<file path="src/rtl/mux4_rr_arbiter.sv">
// Round-robin arbiter driving a 4:1 mux select pair, one-hot grant and a registered data sample.
// Optional hold limit on the current owner: define MUX4_RR_ARB_HOLD_LIMIT_EN.
module mux4_rr_arbiter #(
  parameter int WIDTH    = 1,
  parameter int MAX_HOLD = 8,
  parameter int CNT_W    = 4
) (
  input  logic             clk_i,
  input  logic             rst_i,
  input  logic [3:0]       req_i,
  input  logic [WIDTH-1:0] dataA_i,
  input  logic [WIDTH-1:0] dataB_i,
  input  logic [WIDTH-1:0] dataC_i,
  input  logic [WIDTH-1:0] dataD_i,
  output logic [3:0]       grant_o,
  output logic             select1_o,
  output logic             select2_o,
  output logic [WIDTH-1:0] data_o,
  output logic             valid_o,
  output logic             busy_o
);

`ifdef MUX4_RR_ARB_HOLD_LIMIT_EN
  localparam bit HOLD_EN = 1'b1;
`else
  localparam bit HOLD_EN = 1'b0;
`endif
  localparam logic [CNT_W-1:0] HOLD_LAST = CNT_W'(MAX_HOLD - 1);

  typedef enum logic {IDLE, GRANT} state_t;

  state_t           state_q, state_d;
  logic [1:0]       ptr_q, ptr_d;
  logic [1:0]       owner_q, owner_d;
  logic [CNT_W-1:0] cnt_q, cnt_d;
  logic [3:0]       others;
  logic             hold_rel;
  logic [WIDTH-1:0] owner_data;

  // First set bit of r, searching upward from p and wrapping 3 -> 0.
  function automatic logic [1:0] rr_pick(input logic [3:0] r, input logic [1:0] p);
    logic [1:0] idx;
    logic [1:0] res;
    res = p;
    for (int k = 3; k >= 0; k--) begin
      idx = p + 2'(k);
      if (r[idx]) res = idx;
    end
    return res;
  endfunction

  always_comb begin
    state_d  = state_q;
    ptr_d    = ptr_q;
    owner_d  = owner_q;
    cnt_d    = cnt_q;
    others   = req_i & ~(4'b0001 << owner_q);
    hold_rel = HOLD_EN && (cnt_q == HOLD_LAST) && (others != 4'b0000);
    case (state_q)
      IDLE: begin
        if (req_i != 4'b0000) begin
          owner_d = rr_pick(req_i, ptr_q);
          state_d = GRANT;
          cnt_d   = '0;
        end
      end
      GRANT: begin
        if (req_i[owner_q] && !hold_rel) begin
          if (cnt_q != '1) cnt_d = cnt_q + CNT_W'(1);
        end else begin
          // Owner is excluded from the handover search, so it cannot re-win here.
          ptr_d = owner_q + 2'd1;
          cnt_d = '0;
          if (others != 4'b0000) owner_d = rr_pick(others, owner_q + 2'd1);
          else                   state_d = IDLE;
        end
      end
      default: state_d = IDLE;
    endcase
  end

  always_comb begin
    owner_data = dataA_i;
    case (owner_q)
      2'd0: owner_data = dataA_i;
      2'd1: owner_data = dataB_i;
      2'd2: owner_data = dataC_i;
      2'd3: owner_data = dataD_i;
      default: owner_data = dataA_i;
    endcase
  end

  always_ff @(posedge clk_i) begin
    if (rst_i) begin
      state_q <= IDLE;
      ptr_q   <= 2'd0;
      owner_q <= 2'd0;
      cnt_q   <= '0;
      grant_o <= 4'b0000;
      data_o  <= '0;
      valid_o <= 1'b0;
    end else begin
      state_q <= state_d;
      ptr_q   <= ptr_d;
      owner_q <= owner_d;
      cnt_q   <= cnt_d;
      grant_o <= (state_d == GRANT) ? (4'b0001 << owner_d) : 4'b0000;
      if (state_q == GRANT && req_i[owner_q]) begin
        data_o  <= owner_data;
        valid_o <= 1'b1;
      end else begin
        valid_o <= 1'b0;
      end
    end
  end

  // Selects follow the last owner and are deliberately left in place while idle.
  assign select1_o = owner_q[0];
  assign select2_o = owner_q[1];
  assign busy_o    = (state_q == GRANT);

endmodule

</file>
<file path="config.mk">
export PLATFORM = sky130hd
export DESIGN_NAME = mux4_rr_arbiter
export DESIGN_NICKNAME = d
export VERILOG_FILES = /design/src/rtl/mux4_rr_arbiter.sv
export SDC_FILE = /design/constraint.sdc
export NUM_CORES = 1
export LEC_CHECK = 0
export ABC_AREA = 1
export CAP_MARGIN = 20
export CORE_UTILIZATION = 55
export DETAILED_ROUTE_END_ITERATION = 6
export PLACE_DENSITY = 0.87
export SKIP_LAST_GASP = 1
export SYNTH_ARGS = -nofsm -noshare
export SYNTH_HDL_FRONTEND = slang
export SYNTH_SLANG_ARGS = --single-unit
</file>
<file path="constraint.sdc">
create_clock -name clk_i -period 5.3 [get_ports clk_i]
set_input_delay 1.06 -clock clk_i [delete_from_list [all_inputs] [get_ports clk_i]]
set_output_delay 1.06 -clock clk_i [all_outputs]
set_load 0.005 [all_outputs]
</file>
==> metrics.md, run 1 <==
| Metric | Value |
|---|---|
| Initial antenna violation count | 0 |
| Mapped Nets | 180 |
| CP startpoint | req_i[1] |
| Filler cells | about 150 |
| Via count | 1101 |
| GRT overflow | 0 |
| Place WS | 2.482 ns |
| Port-buffer cells | 18 |
| Height of the die | 44.74 um |
| Cells after Synth | 166 |
| Area of the core | about 1700 um^2 |
| Hold_buf cts | 0 |
| Maxcap violations | 0 |
| FF+latch count, synth | 11 |
| RSZ-0062 raised after global routing | false |
| Synth unique cells | 27 |
| Power Density | roughly 420 nW/um^2 |
| H-tree Lvls | 1 |
| Clk root buf | clkbuf_4 |
| Rows | 15 |
| Crit end category | flop |
| Clk buf depth | 2 |
| Diode count | 0 |
| GP Congestion | 0.9136 |
| Slew Limit Fails | 0 |
| R2R Path Start | owner_q[0] |
| DP Wirelength | 1881 um |
| Critical path fanouts, max | 6 |
| Worst setup endpoint | grant_o[2] |
| Max VDD drop | 286.7 uV |
| Setup_tns | 0 ns |
| Initial Utilization | 58.19% |
| Leak Pwr | roughly 0.00061 uW |
| Least-Margin Pin Slew | 0.5083 ns |
| Ys Warns | 0 |
| Drt first-iter violations | 30 |
| Global-route wire length before repair | 3808 um |
| CTS tree | done |
| Critical path launch point type | input pin |
| Num CTS Buffers | 3 |
| Post_cts resized | 0 |
| Vias in the first global route | between 900 and 1000 |
| Ports | 19 |
| Fin nets | 200 |
| Final Skew | 0.006564 ns |
| DRC | 0 |
| Cells on worst reg2reg path | 15 |
| Worst-Skew Late Latency | ~0.27 ns |
| Total power | 501.8 uW |
| Max Fclk | 388.9 MHz |
| FF-to-FF setup slack | between 2 and 3 ns |
| Setup Viol. Count Final | 0 |
| Post-DRT Antenna Nets | 0 |
| CP required | roughly 5.5 ns |
| Die width | 44.74 um |
| Wirelength, routed | 2349 um |
| DR WL/cell | between 10 and 15 um |
| Die area | 2002 um^2 |
| Layout area overhead | 19.43% |
| Worst setup margin | 2.728 ns |
| Post-Syn Area | 1005 um^2 |
| Sequential share of the synthesized area | 21.92% |
| Worst path arrival time | 2.78 ns |
| Minimum clock period | roughly 2.6 ns |
| Finished Core Util | between 60% and 70% |
| Pre-antenna DRT Iters | 5 |
| Post-CTS Setup Repair Bufs | 0 |
| CTS sink count | 11 |
| Worst min path class | reg2reg |
| Critical path class | in2reg |
| GRT Resource Usage Total | 25.84% |
| Final Cycle Share | around half |
| Pin count of the biggest net entering global routing | 14 |
| Layout cells sized above 1 | about a tenth |
| Slew margin rel. | about two thirds |
| DR vias/cell | 5.243 |
| R2R Path End | grant_o[1] |
| Clk slew on worst S/H paths | 0.06 ns |
| Syn Area/Cell | between 6 and 7 um^2 |
| Fin. Hold Viols | 0 |
| Status | finished clean |
[worst max-delay path: stages]
cell and delay, ns:
clkdlybuf4s50_1 0.59, inv_1 0.09, o21ai_1 0.23, nand2_1 0.11
nand2_1 0.07, nand2_1 0.05, nand2_1 0.07, nand3_1 0.08
nand3_1 0.12, nand2_1 0.08, nand2_2 0.09, inv_1 0.05
nor2_1 0.09
[worst min-delay path by stage]
| stage | startpoint | to | slack (ns) | cells past startpoint |
|---|---|---|---|---|
| after floorplan | data_o | data_o | 0.45 | 2 |
| after global placement | data_o | data_o | 0.45 | 2 |
| after detailed placement | data_o | data_o | 0.47 | 2 |
| after CTS | data_o | data_o | 0.48 | 2 |
| after global routing | data_o | data_o | 0.49 | 2 |
| final | data_o | data_o | 0.48 | 2 |
[per-stage QoR]
step / area (um^2) / hold slack [ns] / cells
3_3_place_gp: 1174 / 0.4523 / 206
2_1_floorplan: 1005 / 0.4539 / 166
3_5_place_dp: 1174 / 0.4677 / 206
6_report: 1200 / 0.4821 / 210
5_1_grt: 1200 / 0.4934 / 210
4_1_cts: 1200 / 0.4775 / 210
[registers in the layout, indices dropped and copies added, names as in the netlist]
register / cells
grant_o: 4
owner_q: 2
ptr_q: 2
busy_o: 1
data_o: 1
valid_o: 1
[cells in the final DEF, fill, tap and decap left out, drive strengths merged]
cell           Yosys  final
a211oi             2      2
a21boi             1      1
a21oi              6      6
clkbuf             0      4
clkdlybuf4s50      0     18
dfxtp             11     11
ha                 4      4
inv               28     28
nand2             61     61
nand3             16     16
nand4              1      1
nor2              15     15
nor3               1      1
o211ai             1      1
o21ai             11     11
o21bai             1      1
o22ai              1      1
xnor2              1      1
xor2               2      2
[area by class of cell]
type / instances / area [um^2] / area share [%]
Inverter: 28 / 107.6 / 8.968
Tap cell: 25 / 31.28 / 2.607
Multi-Input combinational cell: 124 / 634.4 / 52.87
Sequential cell: 11 / 220.2 / 18.35
Clock buffer: 4 / 26.28 / 2.190
Timing Repair Buffer: 18 / 180.2 / 15.02
[power by group]
group	switching, uW	internal, uW	total [uW]
combinational	188	129	317
sequential	27.7	102	130
clock	25.9	29.1	55.0
[kinds of logic after synthesis]
kind of cell	count (synthesis)	share of synthesized area (%)
AND/OR/NAND/NOR	94	40.97
flip-flops	11	21.92
AO/OA/AOI/OAI	23	14.57
buffers and inverters	31	14.94
adder cells (fa/ha/maj)	4	4.982
XOR/XNOR	3	2.616
[cells in the mapped netlist, drive strengths merged]
master | instances | area [um^2]
nand2 | 61 | 241.5
inv | 28 | 107.6
nand3 | 16 | 95.09
nor2 | 15 | 63.81
dfxtp | 11 | 220.2
o21ai | 11 | 58.80
a21oi | 6 | 37.54
ha | 4 | 50.05
buf | 3 | 42.54
a211oi | 2 | 15.01
xor2 | 2 | 17.52
a21boi | 1 | 7.510
nand4 | 1 | 6.260
nor3 | 1 | 5.000
o211ai | 1 | 7.510
o21bai | 1 | 7.510
o22ai | 1 | 12.51
xnor2 | 1 | 8.760
[metal layers]
metal	up-vias	GRT usage (%)	share of wire [%]	wire length (um)
li1	557	-	-	-
met1	495	30.79	43	1000
met2	43	44.12	48	1131
met3	6	4.800	6.4	151
met4	0	13.33	2.8	65
met5	-	0	0	0
Power figures use the tool's default switching activity.
==> run 2: changes to the inputs <==
--- a/config.mk
+++ b/config.mk
@@ -7,9 +7,9 @@
 export LEC_CHECK = 0
 export ABC_AREA = 1
 export CAP_MARGIN = 20
-export CORE_UTILIZATION = 55
+export CORE_UTILIZATION = 51
 export DETAILED_ROUTE_END_ITERATION = 6
-export PLACE_DENSITY = 0.87
+export PLACE_DENSITY = 0.81
 export SKIP_LAST_GASP = 1
 export SYNTH_ARGS = -nofsm -noshare
 export SYNTH_HDL_FRONTEND = slang
==> constraint.sdc (replaced) <==
create_clock -name clk_i -period 2.6 [get_ports clk_i]
set_input_delay 0.52 -clock clk_i [delete_from_list [all_inputs] [get_ports clk_i]]
set_output_delay 0.52 -clock clk_i [all_outputs]
set_load 0.005 [all_outputs]
==> run 2 against run 1 <==
Utilization down 1.8 points. Final cell count grew 0.48%. Worst setup slack got worse by 2.3 ns. Sequential share of layout area is 0.11 points lower. Die area up 7.5%. Count of clock-buffer cells in the layout unchanged. Clock skew shrank 0.0016 ns. Global-route usage down 1.7 points. Non-clock buffer count up 1. Sequential cell count is the same. Critical path type is now reg2reg.
==> metrics.md, run 2 (synthesis gave the netlist of run 1 again) <==
| Metric | Value |
|---|---|
| Status | finished clean |
| Fin. Hold Viols | 0 |
| RSZ-0062 raised after global routing | false |
| GRT Resource Usage Total | 24.14% |
| Clk slew on worst S/H paths | 0.06 ns |
| Wirelength, routed | around 2300 um |
| Crit-path slowest cell | dfxtp_1 |
| DR WL/cell | 10.96 um |
| Post-CTS Setup Repair Bufs | 0 |
| GRT overflow | 0 |
| Ports | 19 |
| Area of the core | between 1500 and 2000 um^2 |
| Top reg by flops | grant_o |
| Slowest Stage Delay on Critical Path | 0.46 ns |
| Port-buffer cells | 18 |
| Post-DRT Antenna Nets | 0 |
| Clk root buf | clkbuf_4 |
| Most frequent cells in the layout | nand2_1, inv_1, clkdlybuf4s50_1 |
| Crit end category | flop |
| Layout area overhead | 20.17% |
| WP buf/inv | 2 |
| Critical path fanouts, max | 6 |
| Vias in the first global route | 915 |
| Hold Slack | between 0.4 and 0.5 ns |
| Hold_buf cts | 0 |
| Height of the die | 46.39 um |
| DRC | 0 |
| Minimum clock period | 2.161 ns |
| GP Congestion | 0.8606 |
| Critical path launch point type | flop |
| CP cell instances | inv_1 > ha_1 > xor2_1 > nand2_1 > nand2_1 > inv_1 > nand2_1 > nand2_1 > nand2_1 > nand2_1 > nand2_1 > nand2_2 > nand2_1 > nand2_1 > nor2_1 |
| Max Fclk | 462.9 MHz |
| Rows | 15 |
| FF-to-FF setup slack | 0.44 ns |
| Max VDD drop | 539.2 uV |
| Pin count of the biggest net entering global routing | 14 |
| Pre-antenna DRT Iters | 4 |
| Largest regs | grant_o (4), owner_q (2), ptr_q (2) |
| Top Family by Delay on Critical Path | simple AND/OR/NAND/NOR gates |
| Leak Pwr | 0.0006129 uW |
| Via count | around 1100 |
| H-tree Lvls | 1 |
| Finished Core Util | between 60% and 70% |
| Setup Viol. Count Final | 0 |
| Critical path class | reg2reg |
| Maxcap violations | 0 |
| Initial Utilization | 56.35% |
| Worst path arrival time | 2.38 ns |
| Filler cells | between 150 and 200 |
| Die width | 46.39 um |
| Clk buf depth | 2 |
| Diode count | 0 |
| Drt first-iter violations | 29 |
| CP required | 2.82 ns |
| Post_cts resized | 0 |
| Least-Margin Pin Slew | 0.4180 ns |
| Initial antenna violation count | 0 |
| Fin nets | roughly 200 |
| Final Skew | slightly below 0.005 ns |
| DR vias/cell | 4.995 |
| Global-route wire length before repair | 3712 um |
| Final Cycle Share | 83.10% |
| CTS sink count | 11 |
| Layout cells sized above 1 | slightly above 10% |
| Die area | 2152 um^2 |
| Max FFs per register | 4 |
| CP dominant cell by count | nand2_1 |
| Worst-Skew Late Latency | 0.28 ns |
| Most common cell after layout, fill and taps aside | nand2_1 |
| DP Wirelength | 1848 um |
| Slew margin rel. | between 70% and 80% |
| Num CTS Buffers | 3 |
| Worst min path class | reg2reg |
| Setup_tns | 0 ns |
| Slew Limit Fails | 0 |
| Power Density | 860.3 nW/um^2 |
| CTS tree | done |
-- run 2: cell types whose count changed in the layout (fill, tap and decap cells not counted), sizes merged --
cell / previous run / this run
buf: 0 / 1
-- run 2: where the power goes --
| part | total [uW] | switching, uW | internal (uW) |
|---|---|---|---|
| Combinational | 671 | 402 | 269 |
| Sequential | 248 | 39.7 | 208 |
| Clock | 119 | 59.9 | 59.6 |
| Total | 1040 | 501 | 537 |
-- run 2: final timing paths --
kind                   start    endpoint  depth (start not counted)
setup / recovery  owner_q[1]  grant_o[1]                         15
hold / removal        data_o      data_o                          2
setup reg to reg  owner_q[1]  grant_o[1]                         15
hold reg to reg       data_o      data_o                          2
-- run 2: final cells by class --
cell class / instances / area [um^2] / share of cell area [%]
flip-flops and latches: 11 / 220.2 / 18.24
clock buffers: 4 / 26.28 / 2.176
repair buffers: 19 / 187.7 / 15.54
multi-input cells: 124 / 634.4 / 52.54
inverters: 28 / 107.6 / 8.912
well taps: 25 / 31.28 / 2.591
-- run 2: through the flow --
step / worst slack, ns / power (uW) / std cells / instance area (um^2)
final: 0.4395 / 1039 / 211 / 1207
after global routing: 0.1922 / 1142 / 211 / 1207
after CTS: 0.4559 / 1041 / 211 / 1207
after detailed placement: 0.2757 / 917.8 / 207 / 1181
after global placement: 0.3149 / 893.8 / 207 / 1181
after floorplan: 0.6177 / 761.2 / 166 / 1005
-- run 2: worst register-to-register path, delay by kind of cell, from the launching register on --
kind          cells  cell delay, ns
xor+xnor          1            0.26
simple gates     11            0.74
flops             1            0.46
fa+ha+maj         1            0.42
buf+inv           2            0.21
-- run 2: layer usage --
metal	vias to the layer above	GRT usage [%]	part of all wire (%)
met5	-	0	0
li1	559	-	-
met4	0	8.824	1.5
met1	454	31.44	47
met2	36	39.44	45
met3	5	3.922	6.4
==> run 3: changes to the inputs <==
==> constraint.sdc (replaced) <==
create_clock -name clk_i -period 2 [get_ports clk_i]
set_input_delay 0.4 -clock clk_i [delete_from_list [all_inputs] [get_ports clk_i]]
set_output_delay 0.4 -clock clk_i [all_outputs]
set_load 0.005 [all_outputs]
==> run 3 against run 2 <==
Count of clock-buffer cells in the layout stayed put. Utilization is 7.2 points higher. Global-route usage is 0.58 points higher. Final cell count is 6.2% higher. Clock power is 25% higher. Die area stayed put. Total power is 40% higher. Combinational power is 47% higher. Highest routed layer unchanged.
==> metrics.md, run 3 (synthesis gave the netlist of run 1 again) <==
| Metric | Value |
|---|---|
| Rows | 15 |
| Crit path depth | 13 |
| Clk slew on worst S/H paths | about 0.07 ns |
| Die area | 2152 um^2 |
| Clk buf depth | 2 |
| Wirelength, routed | 2435 um |
| Diode count | 0 |
| Place WS | -0.1819 ns |
| Status | finished clean |
| Setup Viol. Count Final | 0 |
| Hold Slack | 0.4836 ns |
| H-tree Lvls | 1 |
| Filler cells | around 140 |
| Die width | 46.39 um |
| Height of the die | 46.39 um |
| Port-buffer cells | 18 |
| Most common cell after layout, fill and taps aside | nand2_1 |
| Largest regs | grant_o (4), owner_q (2), ptr_q (2) |
| CTS sink count | 11 |
| Minimum clock period | 1.846 ns |
| Global-route wire length before repair | 3795 um |
| Leak Pwr | 0.0006796 uW |
| CP dominant cell by count | nand2_1 |
| DRC | 0 |
| GRT overflow | 0 |
| Final Cycle Share | 92.31% |
| DR vias/cell | 5.022 |
| Cells on worst reg2reg path | 15 |
| Critical path launch point type | input pin |
| Area occupied by multi-input gates | about 660 um^2 |
| Register area | 221.5 um^2 |
| Slowest Stage Delay on Critical Path | 0.60 ns |
| Crit-path slowest cell | clkdlybuf4s50_1 |
| Most frequent cells in the layout | nand2_1, inv_1, clkdlybuf4s50_1 |
| Area of the core | 1783 um^2 |
| Worst-Skew Late Latency | 0.27 ns |
| Ports | 19 |
| Via count | 1125 |
| Initial Utilization | between 50% and 60% |
| Clk root buf | clkbuf_4 |
| Slew margin rel. | 70.21% |
| GP Congestion | 0.9252 |
| Hold path depth | 2 |
| Maxcap violations | 0 |
| Pre-antenna DRT Iters | 4 |
| Final Skew | 0.0006898 ns |
| Slew Limit Fails | 0 |
| Fin nets | 214 |
| Power Density | 1093 nW/um^2 |
| CTS tree | done |
| DP Wirelength | 1951 um |
| Top Family by Delay on Critical Path | buffers and inverters |
| Post-DRT Antenna Nets | 0 |
| Pin count of the biggest net entering global routing | 14 |
| Worst path arrival time | 2.05 ns |
| Max FFs per register | 4 |
| Crit end category | flop |
| Critical path class | in2reg |
| Top reg by flops | grant_o |
| Vias in the first global route | 949 |
| Worst setup margin | 0.1539 ns |
| Num CTS Buffers | 3 |
| Fin. Hold Viols | 0 |
| Drt first-iter violations | 39 |
| WP buf/inv | 3 |
| Layout cells sized above 1 | 19.10% |
| Finished layout cell area | 1335 um^2 |
| DR WL/cell | between 10 and 15 um |
| Least-Margin Pin Slew | about 0.45 ns |
| Placed cell area | 1279 um^2 |
| CP required | 2.21 ns |
| Layout area overhead | 32.88% |
| Worst min path class | reg2reg |
| Initial antenna violation count | 0 |
| GRT Resource Usage Total | 24.72% |
| Max VDD drop | 635.0 uV |
| Critical path fanouts, max | 6 |
| Max Fclk | around 540 MHz |
| CP cell instances | clkdlybuf4s50_1 > inv_1 > o21ai_2 > nand2_1 > nand2_1 > nand2_1 > nand2_1 > nand3_1 > nand3_1 > nand2_1 > nand2_2 > inv_1 > nor2_1 |
run 3: layer usage:
metal,global-route usage [%],part of all wire (%),routed length [um]
met1,30.28,43,1054
met2,44.17,49,1203
met3,2.745,6.0,147
met4,7.647,1.2,29
met5,0,0,0
run 3: repair_timing:
item | CTS | global route
gates resized for setup | 0 | 7
hold buffers | 0 | 0
endpoints found under the setup margin | 0 | 6
setup buffers | 0 | 0
run 3: final timing paths:
check | startpoint | to | slack (ns)
worst max-delay path | req_i[1] | grant_o[0] | 0.15
worst min-delay path | data_o | data_o | 0.48
worst max register to register | owner_q[0] | grant_o[0] | 0.16
worst min register to register | data_o | data_o | 0.48
run 3: cell type report:
cell class / instances / share of cell area (%)
clock buffer: 4 / 1.968
sequential: 11 / 16.59
tap: 25 / 2.343
multi-input combinational: 124 / 49.67
timing repair buffer: 32 / 21.37
inverter: 28 / 8.060
run 3: through the flow:
| stage | setup TNS [ns] | power (uW) | util, % | cells |
|---|---|---|---|---|
| 2_1_floorplan | 0 | 989.5 | - | 166 |
| 6_report | 0 | 1459 | 74.88 | 224 |
| 4_1_cts | 0 | 1412 | 73.19 | 224 |
| 3_3_place_gp | -0.5644 | 1225 | 71.72 | 220 |
| 3_5_place_dp | -0.7116 | 1256 | 71.72 | 220 |
| 5_1_grt | -0.006467 | 1599 | 74.88 | 224 |
run 3: worst min-delay path: stages (launching register included):
cell and delay [ns]:
dfxtp_1 0.32, nand2_1 0.06, a21oi_1 0.06
run 3: where the power goes:
part           switching (uW)  internal [uW]
Sequential               50.5            272
Combinational             563            423
Clock                    71.9           77.2
Total                     686            773
